<file path="config.mk">
export PLATFORM = sky130hd
export DESIGN_NAME = divider_8
export DESIGN_NICKNAME = d
export VERILOG_FILES = /design/src/rtl/divider_8.sv
export SDC_FILE = /design/constraint.sdc
export NUM_CORES = 1
export LEC_CHECK = 0
export BUFFER_PORTS_ARGS = -buffer_cell sky130_fd_sc_hd__buf_2
export CELL_PAD_IN_SITES_DETAIL_PLACEMENT = 0
export CELL_PAD_IN_SITES_GLOBAL_PLACEMENT = 1
export CORE_AREA = 2 2 81 83
export DETAILED_ROUTE_END_ITERATION = 6
export DIE_AREA = 0 0 83 85
export PLACE_DENSITY = 0.75
export RECOVER_POWER = 100
export SETUP_SLACK_MARGIN = 0.4
export SYNTH_ARGS = -nofsm -noshare
export SYNTH_HDL_FRONTEND = slang
export SYNTH_SLANG_ARGS = --single-unit
</file>
<file path="constraint.sdc">
create_clock -name Clk -period 2.45 [get_ports Clk]
set_input_delay 0.1225 -clock Clk [delete_from_list [all_inputs] [get_ports Clk]]
set_output_delay 0.1225 -clock Clk [all_outputs]
set_load 0.01 [all_outputs]
</file>
<file path="src/rtl/divider_8.sv">
// Sequential restoring divider: one quotient bit per clock, WIDTH clocks per
// operation, with an immediate all-ones/dividend result for a zero divisor.
module divider_8 #(
  parameter int WIDTH = 8
) (
  input  logic             Clk,
  input  logic             Reset,
  input  logic             Start,
  input  logic [WIDTH-1:0] Dividend,
  input  logic [WIDTH-1:0] Divisor,
  output logic [WIDTH-1:0] Quotient,
  output logic [WIDTH-1:0] Remainder,
  output logic             Busy,
  output logic             Done,
  output logic             DivZero,
  output logic [1:0]       dbg_state
);

  // Handshake: Start is a level request sampled only in IDLE; the accepting
  // edge latches Dividend/Divisor. Done stays high until Start is seen low,
  // so a held Start yields exactly one operation. Results change only on
  // entry to DONE and otherwise hold.

  localparam int CW = $clog2(WIDTH + 1);

  typedef enum logic [1:0] {
    S_IDLE = 2'd0,
    S_CALC = 2'd1,
    S_DONE = 2'd2
  } state_t;

  state_t           state_q, state_d;
  logic [WIDTH-1:0] q_q, q_d;
  logic [WIDTH:0]   r_q, r_d;
  logic [WIDTH-1:0] d_q, d_d;
  logic [CW-1:0]    cnt_q, cnt_d;
  logic [WIDTH-1:0] quotient_q, quotient_d;
  logic [WIDTH-1:0] remainder_q, remainder_d;
  logic             div_zero_q, div_zero_d;

  logic [WIDTH:0]   r_sh;
  logic [WIDTH-1:0] q_sh;
  logic [WIDTH+1:0] trial;
  logic             step_ok;
  logic [WIDTH:0]   r_step;
  logic [WIDTH-1:0] q_step;
  logic             last_step;

  always_ff @(posedge Clk or negedge Reset) begin
    if (!Reset) begin
      state_q     <= S_IDLE;
      q_q         <= '0;
      r_q         <= '0;
      d_q         <= '0;
      cnt_q       <= '0;
      quotient_q  <= '0;
      remainder_q <= '0;
      div_zero_q  <= 1'b0;
    end else begin
      state_q     <= state_d;
      q_q         <= q_d;
      r_q         <= r_d;
      d_q         <= d_d;
      cnt_q       <= cnt_d;
      quotient_q  <= quotient_d;
      remainder_q <= remainder_d;
      div_zero_q  <= div_zero_d;
    end
  end

  // One restoring step; the extra top bit of trial is the borrow/sign.
  always_comb begin
    r_sh      = {r_q[WIDTH-1:0], q_q[WIDTH-1]};
    q_sh      = {q_q[WIDTH-2:0], 1'b0};
    trial     = {1'b0, r_sh} - {2'b00, d_q};
    step_ok   = ~trial[WIDTH+1];
    r_step    = step_ok ? trial[WIDTH:0] : r_sh;
    q_step    = {q_sh[WIDTH-1:1], step_ok};
    last_step = (cnt_q == CW'(WIDTH - 1));
  end

  always_comb begin
    state_d     = state_q;
    q_d         = q_q;
    r_d         = r_q;
    d_d         = d_q;
    cnt_d       = cnt_q;
    quotient_d  = quotient_q;
    remainder_d = remainder_q;
    div_zero_d  = div_zero_q;
    case (state_q)
      S_IDLE: begin
        if (Start) begin
          q_d   = Dividend;
          d_d   = Divisor;
          r_d   = '0;
          cnt_d = '0;
          if (Divisor == '0) begin
            state_d     = S_DONE;
            quotient_d  = '1;
            remainder_d = Dividend;
            div_zero_d  = 1'b1;
          end else begin
            state_d = S_CALC;
          end
        end
      end
      S_CALC: begin
        q_d   = q_step;
        r_d   = r_step;
        cnt_d = cnt_q + CW'(1);
        if (last_step) begin
          state_d     = S_DONE;
          quotient_d  = q_step;
          remainder_d = r_step[WIDTH-1:0];
          div_zero_d  = 1'b0;
        end
      end
      S_DONE: begin
        if (!Start) begin
          state_d = S_IDLE;
        end
      end
      default: begin
        state_d = S_IDLE;
      end
    endcase
  end

  always_comb begin
    Busy      = (state_q == S_CALC);
    Done      = (state_q == S_DONE);
    dbg_state = state_q;
    Quotient  = quotient_q;
    Remainder = remainder_q;
    DivZero   = div_zero_q;
  end

endmodule

</file>
==> impl_metrics.tcl <==
set metrics [dict create \
    fp.coreArea_mm2 0.00620 \
    portBuffers 39 \
    syn_nets 317 \
    ios 40 \
    finalNonFillerCells 420 \
    synth.cell_area_mm2 0.00250 \
    clk_latency_ns 0.31 \
    hold_ws_ns 0.0368 \
    yosysWarnings 0 \
    yosysSeqAreaShare 0.470 \
    cp.arrival_ns 2.32 \
    cts_root_buf "clkbuf_8" \
    min_from "Divisor[0]" \
    die_h_um 85 \
    crit_fanout 6 \
    grt_overflow 0 \
    cts_sinks 47 \
    drc_errors 0 \
    status "finished, final reports clean" \
    r2r-end "Remainder[2]" \
    wl_per_cell_um 15.5 \
    h-tree-depth 2 \
    cp-end-kind "flip-flop" \
    vias 2226 \
    p_leak_nw 1.38 \
    cts_buffers 5 \
    synth_ff_type "dfrtp_1" \
    area_growth_syn_to_layout_pct 22.9 \
    final_cell_mix "nand2_1 (66), dfrtp_1 (46), nor2_1 (35)" \
    ant_nets 0 \
    start_util 0.404 \
    grt_start_max_net_pins 29 \
    dp.cells 401 \
    rsz0062_at_grt "yes" \
    slew_viol_final 0 \
    antenna_cells 0 \
    grt_first_pass_wirelength_mm 11.0 \
    die_area_mm2 0.00706 \
    synth_edf_count 0 \
    ir_worst_vdd_mv 0.765 \
    critPathKind "flip-flop to flip-flop" \
    gp_congestion 0.892 \
    finClkSkew_ns 0.0109 \
    synthArstFlopShare 1.00 \
    wl_mm 6.53 \
    reg2reg_depth 7 \
    drtIter0Drc 114 \
    reg2reg_from "r_q[4]" \
    p_per_area_mw_per_mm2 1690 \
    path_clk_slew_ns 0.09 \
    slew_headroom 0.180 \
    fin_nets 371 \
    worstPathCellList "ha_1 > o21a_1 > o21ai_0 > nand2_1 > nand2_4 > nor4_2 > o32a_1" \
    vias_per_cell 5.30 \
    totalPowerFinal_w 0.00520 \
    fin_crit_sh 0.873 \
    yosysUniqueCellTypes 49 \
    layout_commonest_cell "nand2_1" \
    worstMarginPinSlew_ns 1.23 \
    worstSetupStartpointType "flip-flop" \
    drv_cap 0 \
    dr.pass1.iters 4 \
    timing.final.crit_period_ns 2.14 \
    avgSynthCellArea_um2 8.69 \
    crit_slowest_cell "dfrtp_1" \
    rrSetupSlack_ns 0.31 \
    first_global_vias 2182 \
    finalSetupViolCount 0 \
    hold_viol 0 \
    place_hpwl_mm 4.59 \
    grt_usage 0.196 \
    slowest_delay_ns 0.45 \
    cp.required_ns 2.63 \
    antenna_found_initial 0 \
    worstHoldPathCells 3 \
    synth-seq-cells 47 \
    hold_end "d_q[0]" \
    min_path_type "primary input to flip-flop" \
    layout-drive-gt1-share 0.201 \
    die_w_um 83 \
    rows 29 \
    fmax_mhz 468 \
    cts_tree "done" \
    clk_path_buf_depth 2 \
    fin_util 0.496 \
    syn_inst 288 \
    timing.setup.tns_ns 0 \
]
per-stage QoR:
stage | worst slack (ns) | area, um^2
final | 0.312 | 3080
after global routing | 0.167 | 3080
after CTS | 0.350 | 3030
after detailed placement | 0.299 | 2810
after global placement | 0.332 | 2810
after floorplan | 0.386 | 2510
state kept, by name, summed over array words and instances, names as in the netlist:
name	flops
Remainder	8
r_q	8
dbg_state	2
Quotient	8
cnt_q	4
DivZero	1
q_q	8
d_q	8
worst max-delay path by stage:
| stage | from | end | slack, ns | cells past startpoint |
|---|---|---|---|---|
| floorplan | d_q[0] | r_q[6] | 0.39 | 8 |
| global placement | q_q[7] | Remainder[6] | 0.33 | 9 |
| detailed placement | q_q[7] | r_q[6] | 0.30 | 9 |
| CTS | q_q[7] | r_q[6] | 0.35 | 9 |
| global route | dbg_state[1] | Remainder[5] | 0.17 | 7 |
| finish | r_q[4] | Remainder[2] | 0.31 | 7 |
worst max-delay path: cells and delay by family (launching register included):
kind / cells / cell delay, ns
adder cells (fa/ha/maj): 1 / 0.35
AND/OR/NAND/NOR: 3 / 0.49
AO/OA/AOI/OAI: 3 / 0.72
flip-flops: 1 / 0.45
cells by family after synthesis:
logic type	share of synthesized area
simple gates	0.222
buf+inv	0.0420
xor+xnor	0.0105
fa+ha+maj	0.0530
mux	0.0180
compound gates	0.185
flops	0.470
where the power goes:
| group | internal, W | switching [W] | total [W] | leakage [nW] |
|---|---|---|---|---|
| Combinational | 0.00144 | 0.00184 | 0.00328 | 0.783 |
| Sequential | 0.00114 | 0.000274 | 0.00142 | 0.550 |
| Clock | 0.000231 | 0.000271 | 0.000502 | 0.0474 |
| Total | 0.00281 | 0.00239 | 0.00520 | 1.38 |
repair_timing:
item                                    in CTS  in global routing
pin swaps                                    5                  6
hold buffers                                 1                  0
buffers inserted                             4                  6
gates resized for setup                     15                 13
endpoints found under the hold margin       19                  0
endpoints found under the setup margin       9                 19
cells in the mapped netlist (all sizes together) (2+ instances only):
cell type | n | area [um^2]
ha | 9 | 113
nand3 | 3 | 15.0
o2111ai | 3 | 26.3
o21a | 2 | 15.0
o21ai | 22 | 114
dfrtp | 47 | 1180
nand4 | 2 | 18.8
a21o | 3 | 22.5
nor2 | 36 | 138
xor2 | 2 | 17.5
nand2b | 2 | 12.5
and2 | 3 | 21.3
nor2b | 3 | 26.3
inv | 12 | 45.0
clkbuf | 7 | 26.3
buf | 5 | 30.0
a31oi | 14 | 87.6
nor3 | 3 | 15.0
nand2 | 67 | 254
or2 | 2 | 12.5
a21oi | 18 | 97.6
nor4 | 3 | 18.8
o22ai | 2 | 12.5
mux2i | 3 | 30.0
layout make-up:
cell class	instances	area [um^2]
flip-flops and latches	47	1180
repair buffers	59	315
clock buffers	6	82.6
inverters	13	48.8
multi-input cells	216	1340
clock inverters	2	16.3
well taps	77	96.3
fillers	634	3130
routing by layer:
layer  share of wire  vias up  GRT usage
li1                -     1091          -
met1            0.50     1087      0.275
met2            0.46       40      0.314
met3           0.032        8     0.0379
met4           0.011        0     0.0492
met5               0        -          0
Note: power is estimated with default switching activity, not from simulation.
